==> config.mk <==
export PLATFORM = sky130hd
export DESIGN_NAME = imem_loader
export DESIGN_NICKNAME = d
export VERILOG_FILES = /design/src/rtl/imem_loader.sv
export SDC_FILE = /design/constraint.sdc
export NUM_CORES = 1
export LEC_CHECK = 0
export BUFFER_PORTS_ARGS = -buffer_cell sky130_fd_sc_hd__buf_2
export CELL_PAD_IN_SITES_DETAIL_PLACEMENT = 2
export CELL_PAD_IN_SITES_GLOBAL_PLACEMENT = 2
export CORE_ASPECT_RATIO = 1.25
export CORE_MARGIN = 1.5
export CORE_UTILIZATION = 35
export DETAILED_ROUTE_END_ITERATION = 7
export GPL_TIMING_DRIVEN = 0
export PLACE_DENSITY_LB_ADDON = 0.2
export SKIP_LAST_GASP = 1
export SYNTH_ARGS = -nofsm -noshare
export SYNTH_HDL_FRONTEND = slang
export SYNTH_SLANG_ARGS = --single-unit
export TNS_END_PERCENT = 5
==> constraint.sdc <==
create_clock -name clk -period 2.2 [get_ports clk]
set_input_delay 0.44 -clock clk [delete_from_list [all_inputs] [get_ports clk]]
set_output_delay 0.44 -clock clk [all_outputs]
set_load 0.01 [all_outputs]
==> src/rtl/imem_loader.sv <==
// Boot loader: assembles a big-endian byte stream into 32-bit words and writes them to
// the instruction memory, holding the CPU until done. Define IMEM_LOADER_CHKSUM_EN for a trailing XOR checksum.
`timescale 1ns/1ps
module imem_loader #(
  parameter logic [31:0] BASE_ADDR = 32'h0000_0000,
  parameter int          MAX_WORDS = 1024
) (
  input  logic        clk,
  input  logic        reset,
  input  logic        byte_valid_i,
  input  logic [7:0]  byte_data_i,
  output logic        byte_ready_o,
  output logic        wr_en_imem_o,
  output logic [31:0] wr_addr_imem_o,
  output logic [31:0] wr_instr_imem_o,
  output logic [15:0] words_loaded_o,
  output logic        cpu_hold_o,
  output logic        done_o,
  output logic        err_o,
  output logic [2:0]  state_dbg_o
);

  typedef enum logic [2:0] {
    S_HDR_HI = 3'd0,
    S_HDR_LO = 3'd1,
    S_WORD   = 3'd2,
    S_WRITE  = 3'd3,
    S_DONE   = 3'd4,
`ifdef IMEM_LOADER_CHKSUM_EN
    S_ERR    = 3'd5,
    S_CHK    = 3'd6
`else
    S_ERR    = 3'd5
`endif
  } state_t;

  localparam logic [15:0] MAX_W = 16'(MAX_WORDS);
`ifdef IMEM_LOADER_CHKSUM_EN
  localparam state_t S_FINISH = S_CHK;
`else
  localparam state_t S_FINISH = S_DONE;
`endif

  state_t      state_q, state_d;
  logic        ready_q, ready_d;
  logic [15:0] count_q, count_d;
  logic [1:0]  idx_q, idx_d;
  logic [31:0] asm_q, asm_d;
  logic [31:0] addr_q, addr_d;
  logic [15:0] words_q, words_d;
  logic        xfer;
  logic [15:0] hdr_count;

  // A byte moves when byte_valid_i and byte_ready_o are both high at a rising edge;
  // ready is registered so it stays low through reset and rises one cycle later.
  assign xfer      = byte_valid_i & ready_q;
  assign hdr_count = {count_q[15:8], byte_data_i};

`ifdef IMEM_LOADER_CHKSUM_EN
  logic [7:0] xor_q, xor_d;
  always_comb begin
    xor_d = xor_q;
    if (xfer) xor_d = xor_q ^ byte_data_i;
  end
  always_ff @(posedge clk or negedge reset) begin
    if (!reset) xor_q <= 8'h00;
    else        xor_q <= xor_d;
  end
`endif

  always_comb begin
    state_d = state_q;
    count_d = count_q;
    idx_d   = idx_q;
    asm_d   = asm_q;
    addr_d  = addr_q;
    words_d = words_q;
    case (state_q)
      S_HDR_HI: if (xfer) begin
        count_d[15:8] = byte_data_i;
        state_d       = S_HDR_LO;
      end
      S_HDR_LO: if (xfer) begin
        count_d = hdr_count;
        idx_d   = 2'd0;
        if (hdr_count == 16'd0)       state_d = S_FINISH;
        else if (hdr_count > MAX_W)   state_d = S_ERR;
        else                          state_d = S_WORD;
      end
      S_WORD: if (xfer) begin
        asm_d = {asm_q[23:0], byte_data_i};
        idx_d = idx_q + 2'd1;
        if (idx_q == 2'd3) state_d = S_WRITE;
      end
      S_WRITE: begin
        words_d = words_q + 16'd1;
        addr_d  = addr_q + 32'd4;
        state_d = (words_q + 16'd1 == count_q) ? S_FINISH : S_WORD;
      end
`ifdef IMEM_LOADER_CHKSUM_EN
      S_CHK: if (xfer) state_d = ((xor_q ^ byte_data_i) == 8'h00) ? S_DONE : S_ERR;
`endif
      S_DONE:  state_d = S_DONE;
      S_ERR:   state_d = S_ERR;
      default: state_d = S_HDR_HI;
    endcase
    ready_d = (state_d == S_HDR_HI) || (state_d == S_HDR_LO) || (state_d == S_WORD);
`ifdef IMEM_LOADER_CHKSUM_EN
    if (state_d == S_CHK) ready_d = 1'b1;
`endif
  end

  always_ff @(posedge clk or negedge reset) begin
    if (!reset) begin
      state_q <= S_HDR_HI;
      ready_q <= 1'b0;
      count_q <= 16'd0;
      idx_q   <= 2'd0;
      asm_q   <= 32'd0;
      addr_q  <= BASE_ADDR;
      words_q <= 16'd0;
    end else begin
      state_q <= state_d;
      ready_q <= ready_d;
      count_q <= count_d;
      idx_q   <= idx_d;
      asm_q   <= asm_d;
      addr_q  <= addr_d;
      words_q <= words_d;
    end
  end

  // Strobe and status decode straight from state so reset clears them asynchronously.
  assign byte_ready_o    = ready_q;
  assign wr_en_imem_o    = (state_q == S_WRITE);
  assign wr_addr_imem_o  = addr_q;
  assign wr_instr_imem_o = asm_q;
  assign words_loaded_o  = words_q;
  assign done_o          = (state_q == S_DONE);
  assign err_o           = (state_q == S_ERR);
  assign cpu_hold_o      = (state_q != S_DONE);
  assign state_dbg_o     = state_q;

endmodule

==> results.json, run 1 <==
{
  "worstRegToRegCells": 7,
  "hp-class": "primary input to async pin",
  "muxShareOfSynthArea_pct": 9.64,
  "grt_start_max_net_pins": 54,
  "io_pins": 99,
  "critPathLaunchType": "flip-flop",
  "drv_cap": 0,
  "pwr-share-comb_pct": 19.4,
  "p_clk_share_pct": 32.2,
  "drtIter0Drc": 72,
  "power_density_nw_per_um2": 814,
  "seq_area_frac_synth_pct": 52.4,
  "syn-cell-area_um2": 4780,
  "fin_crit_sh_pct": 97.2,
  "fp.dieW_um": 108,
  "synth_simple_gate_area_share_pct": 19.8,
  "placed_cell_area_um2": 5510,
  "yosysTopAreaCell": "dfrtp_1",
  "core_um2": 13300,
  "reg2reg_slack_ns": 0.06,
  "leakage_uw": 0.00305,
  "syn_inst": 422,
  "critPathKind": "flip-flop to flip-flop",
  "cts_tree": "done",
  "grt_overflow_total": 0,
  "synthTopCellsByArea": "dfrtp_1 (52%), mux2_2 (9.4%), xnor2_1 (7.3%)",
  "fp.dieArea_um2": 14400,
  "clk_pin_slew_ns": 0.07,
  "viasPerCell": 5.07,
  "period_minus_slack_ns": 2.14,
  "clk_path_buf_depth": 2,
  "vias": 3586,
  "synth_compound_area_share_pct": 3.06,
  "syn_to_final_growth_pct": 22.1,
  "cp_data_arrival_time_ns": 2.39,
  "start_util_pct": 36.0,
  "synth_top_area_share_pct": 52.4,
  "power.switching_uw": 1500,
  "finalSetupViolations": 0,
  "root_buffer": "clkbuf_16",
  "cp-end-kind": "flip-flop",
  "vdd_ir_drop_max_uv": 536,
  "synth-async-reset-ratio_pct": 100,
  "setup_tns_ns": 0,
  "hold_viol": 0,
  "timing.rr.start": "words_loaded_o[0]",
  "synth-edff-count": 0,
  "num_antenna_cells": 0,
  "grt_pass1_vias": 3995,
  "synth_xor_xnor_area_share_pct": 11.9,
  "synthAdderAreaFrac_pct": 0.786,
  "wl_mm": 12.8,
  "portBuffers": 96,
  "r2r_end": "state_dbg_o[2]",
  "rsz0062_at_grt": "true",
  "syn_avg_cell_area_um2": 11.3,
  "clock-sinks": 100,
  "drive_above_1_share_pct": 35.4,
  "antenna_found_initial": 0,
  "gr-usage-all-layers_pct": 19.1,
  "routedWlPerCell_um": 18.1,
  "synthFlopType": "dfrtp_1",
  "nets": 545,
  "p_int_uw": 3250,
  "drc": 0,
  "ys_ff_latch": 100,
  "h-tree-depth": 3,
  "rows": 47,
  "numCtsBuffers": 9,
  "maxSlewHeadroom_pct": 54.8,
  "ys_warn_count": 0,
  "antenna_left": 0,
  "fmax_ghz": 0.468,
  "synth_top_family_by_area": "simple AND/OR/NAND/NOR gates",
  "routabilityCongestion": 0.746,
  "hpwl_mm": 9.53,
  "grt_pass1_wl_mm": 21.1,
  "pwr-share-seq_pct": 48.5,
  "synth.distinct_cells": 54,
  "worst_slew_pin_slew_ns": 0.678,
  "status": "completed",
  "stdcell_area_um2": 5830,
  "p_sw_share_pct": 31.6,
  "clock_skew_ns": 0.00630,
  "clkLatencyLatePin_ns": 0.35,
  "required_ns": 2.45,
  "die_h_um": 134,
  "drtPass1Iterations": 4,
  "path_max_fanout": 10,
  "drv_slew": 0
}
[layer usage]
layer,share of wire [%],track usage [%],vias to the layer above
met5,0,0,-
met4,1.7,6.87,0
met3,3.8,3.67,15
met2,54,34.7,75
met1,41,22.1,1829
li1,-,-,1667
[Yosys cell counts (2+ instances only)]
cell type,instances
nor4_1,7
xnor2_1,40
buf_4,4
o21ai_0,4
nor2b_1,2
xor2_1,25
nor3b_1,2
nor2_1,17
nor3_2,6
clkbuf_1,4
nand3b_1,4
nand2_1,61
and4_1,6
dfrtp_1,100
nand4_1,5
nor3_1,8
nand4_4,2
and2_1,2
nand2b_1,4
ha_1,3
inv_1,6
buf_2,7
o32ai_1,2
nand3_1,20
mux2_2,40
a21oi_1,7
and3_1,7
[flip-flops by register name, summed over array words and instances (netlist names)]
name,count
idx_q,2
wr_addr_imem_o,30
byte_ready_o,1
count_q,16
wr_instr_imem_o,32
state_dbg_o,3
words_loaded_o,16
[power groups by stage]
stage / logic [uW] / clock network [uW] / registers (uW)
floorplan: 608 / 0 / 2260
global placement: 872 / 0 / 2320
detailed placement: 916 / 0 / 2340
CTS: 946 / 1580 / 2310
global route: 1030 / 1640 / 2340
finish: 919 / 1530 / 2300
[logic make-up after synthesis]
family	Yosys count
fa+ha+maj	3
xor+xnor	65
flops	100
other cells	1
compound gates	21
buf+inv	23
mux	41
simple gates	168
[through the flow]
stage / cells / setup slack [ns] / utilization [%] / hold slack (ns) / power, uW
floorplan: 423 / 0.240 / - / 0.144 / 2870
global placement: 690 / -0.449 / 41.2 / 0.458 / 3200
detailed placement: 691 / -0.373 / 41.4 / 0.463 / 3250
CTS: 707 / 0.00911 / 43.8 / 0.118 / 4840
global route: 707 / -0.0778 / 43.9 / 0.135 / 5020
finish: 707 / 0.0621 / 43.9 / 0.0949 / 4750
[placed cells by master, fill, tap and decap left out, types with 4 or more instances in the layout]
cell type	netlist	final
buf_2	7	102
dfrtp_1	100	98
nand2_1	61	61
xnor2_1	40	40
mux2_2	40	40
xor2_1	25	25
nand3_1	20	20
nor2_1	17	16
clkbuf_16	0	9
nor3_1	8	8
a21oi_1	7	7
and3_1	7	7
inv_1	6	6
and4_1	6	6
buf_4	4	5
nor4_1	7	5
nand4_1	5	5
clkbuf_1	4	5
nor3_2	6	5
nand2b_1	4	4
o21ai_0	4	4
nand3b_1	4	4
[worst max-delay path by stage]
stage | startpoint | cells after the start | endpoint | slack, ns
finish | words_loaded_o[0] | 7 | state_dbg_o[2] | 0.06
global route | words_loaded_o[8] | 7 | byte_ready_o | -0.08
CTS | words_loaded_o[0] | 7 | byte_ready_o | 0.009
detailed placement | words_loaded_o[0] | 7 | byte_ready_o | -0.37
global placement | reset | 1 | words_loaded_o[9] | -0.45
floorplan | words_loaded_o[0] | 7 | byte_ready_o | 0.24
[timing repair]
action | CTS | global route
hold buffers | 0 | 0
gates resized for setup | 8 | 2
hold endpoints to repair | 0 | 0
setup buffers | 0 | 0
setup endpoints to repair | 3 | 11
[critical path, cell delays in order (launching register included)]
cell and delay [ns]:
dfrtp_2 0.47, ha_2 0.27, nand3_4 0.15, and2_1 0.22, o211a_1 0.23, nor3_1 0.39
nor4_2 0.09, a21bo_1 0.20
[cell type report]
class	instances	area [um^2]
inverter	7	26.3
buffer	16	85.1
multi-input combinational	300	2220
tap	171	214
sequential	100	2500
timing repair buffer	97	510
clock inverter	6	47.5
fill	1456	7460
clock buffer	10	229
Power figures use the tool's default switching activity.
==> inputs of run 2 (changes only) <==
--- a/config.mk
+++ b/config.mk
@@ -9,10 +9,11 @@
 export CELL_PAD_IN_SITES_DETAIL_PLACEMENT = 2
 export CELL_PAD_IN_SITES_GLOBAL_PLACEMENT = 2
 export CORE_ASPECT_RATIO = 1.25
-export CORE_MARGIN = 1.5
-export CORE_UTILIZATION = 35
+export CORE_UTILIZATION = 37
+export CTS_BUF_LIST = sky130_fd_sc_hd__clkbuf_2
 export DETAILED_ROUTE_END_ITERATION = 7
 export GPL_TIMING_DRIVEN = 0
+export MAX_ROUTING_LAYER = met4
 export PLACE_DENSITY_LB_ADDON = 0.2
 export SKIP_LAST_GASP = 1
 export SYNTH_ARGS = -nofsm -noshare
==> results.json, run 2 (synthesis results as in run 1) <==
{
  "hpwl_mm": 9.47,
  "cts_tree": "done",
  "cp_data_arrival_time_ns": 1.72,
  "path_max_fanout": 8,
  "hold_depth": 3,
  "grt_pass1_vias": 3986,
  "cp-end-kind": "primary output",
  "syn_to_final_growth_pct": 20.9,
  "grt_overflow_total": 0,
  "leakage_uw": 0.00302,
  "p_clk_share_pct": 24.5,
  "fp.dieW_um": 104,
  "clock-sinks": 100,
  "clock_skew_ns": 0.0283,
  "h-tree-depth": 3,
  "power_density_nw_per_um2": 750,
  "die_h_um": 129,
  "clkLatencyLatePin_ns": 0.59,
  "viasPerCell": 5.07,
  "clk_pin_slew_ns": 0.29,
  "drtPass1Iterations": 4,
  "multiInputGateArea_um2": 2220,
  "final_cells": 713,
  "maxSlewHeadroom_pct": 55.4,
  "critPathLaunchType": "flip-flop",
  "start_util_pct": 37.7,
  "placed_cell_area_um2": 5500,
  "largest_reg_flops": 32,
  "critPathKind": "flip-flop to primary output",
  "vdd_ir_drop_max_uv": 394,
  "portBuffers": 96,
  "pwr-share-seq_pct": 52.4,
  "numCtsBuffers": 9,
  "stdcell_area_um2": 5780,
  "p_int_uw": 2880,
  "wl_mm": 12.7,
  "hold_viol": 0,
  "antenna_found_initial": 1,
  "period_minus_slack_ns": 2.16,
  "drtIter0Drc": 109,
  "routedWlPerCell_um": 17.8,
  "fill_cells": 1348,
  "fin_crit_sh_pct": 98.0,
  "worstRegToRegCells": 7,
  "rsz0062_at_grt": "true",
  "nets": 553,
  "hold-worst-slack_ns": 0.0927,
  "vias": 3616,
  "drive_above_1_share_pct": 36.6,
  "dp.cells": 688,
  "worst_slew_pin_slew_ns": 0.666,
  "finalSetupViolations": 0,
  "routabilityCongestion": 0.788,
  "fmax_ghz": 0.464,
  "root_buffer": "clkbuf_2",
  "final-seq-area_um2": 2510,
  "layout_commonest_cell": "buf_2",
  "clk_path_buf_depth": 2,
  "drv_slew": 0,
  "grt_start_max_net_pins": 70,
  "status": "completed",
  "core_um2": 12700,
  "p_sw_share_pct": 33.5,
  "drc": 0,
  "drv_cap": 0,
  "fp.dieArea_um2": 13400,
  "hp-class": "primary input to flip-flop",
  "power.switching_uw": 1450,
  "final_cell_mix": "buf_2 (101), dfrtp_1 (97), nand2_1 (61)",
  "required_ns": 1.76,
  "rows": 46,
  "gr-usage-all-layers_pct": 21.0,
  "pwr-share-comb_pct": 23.1,
  "grt_pass1_wl_mm": 21.1,
  "antenna_left": 0,
  "io_pins": 99
}
## run 2: final cells by class
| type | count | area share [%] |
|---|---|---|
| antenna | 1 | 0.0433 |
| clock buffer | 9 | 0.780 |
| timing repair buffer | 105 | 9.92 |
| multi-input combinational | 300 | 38.4 |
| sequential | 100 | 43.4 |
| buffer | 16 | 1.73 |
| inverter | 7 | 0.455 |
| clock inverter | 7 | 1.71 |
| tap | 168 | 3.64 |
## run 2: routing by layer
layer  wire length [um]  track usage, %  part of all wire [%]  up-vias
met5                  0               -                     0        -
met1               5270            24.0                    41     1858
met3                343            2.87                   2.7       12
li1                   -               -                     -     1678
met4                125            5.54                  0.98        0
met2               6980            38.6                    55       68
## run 2: critical path, stage by stage, from the launching register on
cell and delay (ns):
dfrtp_1 0.45, buf_6 0.14, and2b_4 0.19, nand2_8 0.07
inv_2 0.05, buf_8 0.13, buf_2 0.13
## run 2: worst paths after layout
check	from	endpoint	slack [ns]
min in group asynchronous	reset	wr_addr_imem_o[30]	0.30
hold reg to reg	wr_addr_imem_o[31]	wr_addr_imem_o[31]	0.50
max in group asynchronous	reset	count_q[12]	1.19
hold / removal	byte_data_i[7]	count_q[7]	0.09
setup / recovery	state_dbg_o[1]	wr_en_imem_o	0.04
setup reg to reg	words_loaded_o[9]	state_dbg_o[2]	0.05
## run 2: power by group through the flow
stage / Combinational [uW] / Sequential, uW / Clock [uW]
after floorplan: 608 / 2260 / 0
after global placement: 863 / 2310 / 0
after detailed placement: 920 / 2330 / 0
after CTS: 1010 / 2280 / 1100
after global routing: 1120 / 2310 / 1170
final: 1000 / 2270 / 1060
## run 2: metrics by stage
step	total power, uW	util, %	setup TNS, ns	setup WS, ns
6_report	4340	45.6	0	0.0443
5_1_grt	4590	45.6	-1.04	-0.101
4_1_cts	4390	45.2	-0.221	-0.0585
3_5_place_dp	3250	43.5	-1.01	-0.347
3_3_place_gp	3180	43.2	-42.87	-0.428
2_1_floorplan	2870	-	0	0.240
## run 2: timing repair
item	4_1_cts	5_1_grt
hold buffers	1	0
pin swaps	0	0
setup buffers	3	4
hold endpoints to repair	31	0
setup endpoints to repair	7	27
resized for setup	10	7
==> inputs of run 3 (changes only) <==
--- a/config.mk
+++ b/config.mk
@@ -14,7 +14,7 @@
 export DETAILED_ROUTE_END_ITERATION = 7
 export GPL_TIMING_DRIVEN = 0
 export MAX_ROUTING_LAYER = met4
-export PLACE_DENSITY_LB_ADDON = 0.2
+export PLACE_DENSITY_LB_ADDON = 0.12
 export SKIP_LAST_GASP = 1
 export SYNTH_ARGS = -nofsm -noshare
 export SYNTH_HDL_FRONTEND = slang
==> results.json, run 3 (synthesis results as in run 1) <==
{
  "hp-class": "primary input to flip-flop",
  "p_sw_share_pct": 34.1,
  "layout_setup_ws_ns": -0.0148,
  "status": "complete, but fails checks",
  "grt_start_max_net_pins": 71,
  "drv_cap": 0,
  "grt_pass1_wl_mm": 21.1,
  "fill_cells": 1388,
  "wl_mm": 12.7,
  "routedWlPerCell_um": 17.9,
  "violations": "negative setup slack",
  "p_clk_share_pct": 22.4,
  "hpwl_mm": 9.46,
  "antenna_found_initial": 1,
  "clock-sinks": 100,
  "slowest_delay_ns": 0.42,
  "routabilityCongestion": 0.783,
  "die_h_um": 129,
  "min_from": "byte_data_i[7]",
  "grt_pass1_vias": 3899,
  "cp-end-kind": "flip-flop",
  "power_density_nw_per_um2": 729,
  "rows": 46,
  "power.switching_uw": 1420,
  "timing.rr.start": "words_loaded_o[8]",
  "final_cell_mix": "buf_2 (101), dfrtp_1 (98), nand2_1 (61)",
  "hold_depth": 3,
  "r2r_end": "byte_ready_o",
  "drtPass1Iterations": 4,
  "io_pins": 99,
  "fp.dieW_um": 104,
  "placed_cell_area_um2": 5500,
  "stdcell_area_um2": 5720,
  "syn_to_final_growth_pct": 19.8,
  "numCtsBuffers": 9,
  "critPathLaunchType": "flip-flop",
  "cts_tree": "done",
  "path_max_fanout": 9,
  "leakage_uw": 0.00300,
  "h-tree-depth": 3,
  "pwr-share-comb_pct": 22.9,
  "critPathSlowestCell": "dfrtp_1",
  "reg2reg_slack_ns": -0.01,
  "critPathKind": "flip-flop to flip-flop",
  "pwr-share-seq_pct": 54.7,
  "final-seq-area_um2": 2500,
  "cp_data_arrival_time_ns": 2.70,
  "drive_above_1_share_pct": 36.0,
  "gr-usage-all-layers_pct": 21.0,
  "fmax_ghz": 0.452,
  "worst_slew_pin_slew_ns": 0.633,
  "crit_path_frequent_cell": "nor4_2",
  "start_util_pct": 37.7,
  "drv_slew": 0,
  "required_ns": 2.69,
  "clk_path_buf_depth": 2,
  "root_buffer": "clkbuf_2",
  "rsz0062_at_grt": "true",
  "drtIter0Drc": 128,
  "period_minus_slack_ns": 2.21,
  "vdd_ir_drop_max_uv": 340,
  "hold_viol": 0,
  "largest_reg_flops": 32,
  "maxSlewHeadroom_pct": 57.6,
  "clkLatencyLatePin_ns": 0.60,
  "fin_crit_sh_pct": 101,
  "worstPathCellList": "buf_2, nand4_4, nor4_2, xnor2_1, o21ai_0, nor4_2, a21oi_1",
  "clock_skew_ns": 0.0414,
  "hold_end": "count_q[7]",
  "antenna_left": 0,
  "drc": 0,
  "finalSetupViolations": 1,
  "vias": 3589,
  "multiInputGateArea_um2": 2210,
  "fp.dieArea_um2": 13400,
  "utilization_pct": 45.2,
  "grt_overflow_total": 0,
  "p_int_uw": 2750,
  "viasPerCell": 5.05,
  "portBuffers": 96,
  "core_um2": 12700,
  "nets": 551,
  "layout_commonest_cell": "buf_2",
  "clk_pin_slew_ns": 0.29,
  "worstRegToRegCells": 7
}
==> run 3: how the worst max path moves through the flow <==
stage                       from                  to  cells past startpoint
4_1_cts        words_loaded_o[8]        byte_ready_o                      7
3_5_place_dp   words_loaded_o[0]        byte_ready_o                      7
3_3_place_gp               reset  words_loaded_o[13]                      1
6_report       words_loaded_o[8]        byte_ready_o                      7
5_1_grt        words_loaded_o[8]        byte_ready_o                      7
2_1_floorplan  words_loaded_o[0]        byte_ready_o                      7
==> run 3: cell type report <==
cell class	instances	area share (%)
antenna	1	0.0437
multi-input combinational	300	38.6
clock inverter	6	1.29
tap	168	3.67
timing repair buffer	103	9.75
clock buffer	9	0.787
inverter	7	0.459
sequential	100	43.8
buffer	16	1.68
==> run 3: critical path: cells and delay by family (launching register included) <==
| family | cells | cell delay [ns] |
|---|---|---|
| compound gates | 2 | 0.33 |
| xor+xnor | 1 | 0.18 |
| buf+inv | 1 | 0.24 |
| flops | 1 | 0.42 |
| simple gates | 3 | 0.94 |
==> run 3: routing by layer <==
metal	share of wire [%]	wire length, um	vias to the layer above	track usage [%]
met4	0.97	123	0	5.37
met1	41	5260	1850	23.9
li1	-	-	1665	-
met3	2.8	358	9	3.77
met2	55	6940	65	38.2
met5	0	0	-	-
==> run 3: timing repair <==
| item | in CTS | in global routing |
|---|---|---|
| endpoints found under the hold margin | 30 | 0 |
| resized for setup | 10 | 3 |
| setup endpoints to repair | 8 | 30 |
| cloned | 0 | 0 |
| hold buffers | 1 | 0 |
| setup buffers | 5 | 0 |
==> run 3: power by group through the flow <==
| stage | Sequential (uW) | Combinational, uW | Clock, uW |
|---|---|---|---|
| after global placement | 2320 | 869 | 0 |
| after CTS | 2290 | 963 | 977 |
| after detailed placement | 2330 | 922 | 0 |
| after floorplan | 2260 | 608 | 0 |
| after global routing | 2320 | 1060 | 1050 |
| final | 2280 | 954 | 937 |
==> run 3: metrics by stage <==
step	TNS, ns	std cells	worst slack [ns]	hold WS [ns]	power (uW)
final	-0.0148	710	-0.0148	0.0899	4170
after global routing	-1.56	710	-0.147	0.0283	4430
after CTS	-0.139	709	-0.0513	0.0466	4230
after detailed placement	-0.694	688	-0.239	0.416	3250
after global placement	-44.21	687	-0.443	0.457	3190
after floorplan	0	423	0.240	0.144	2870
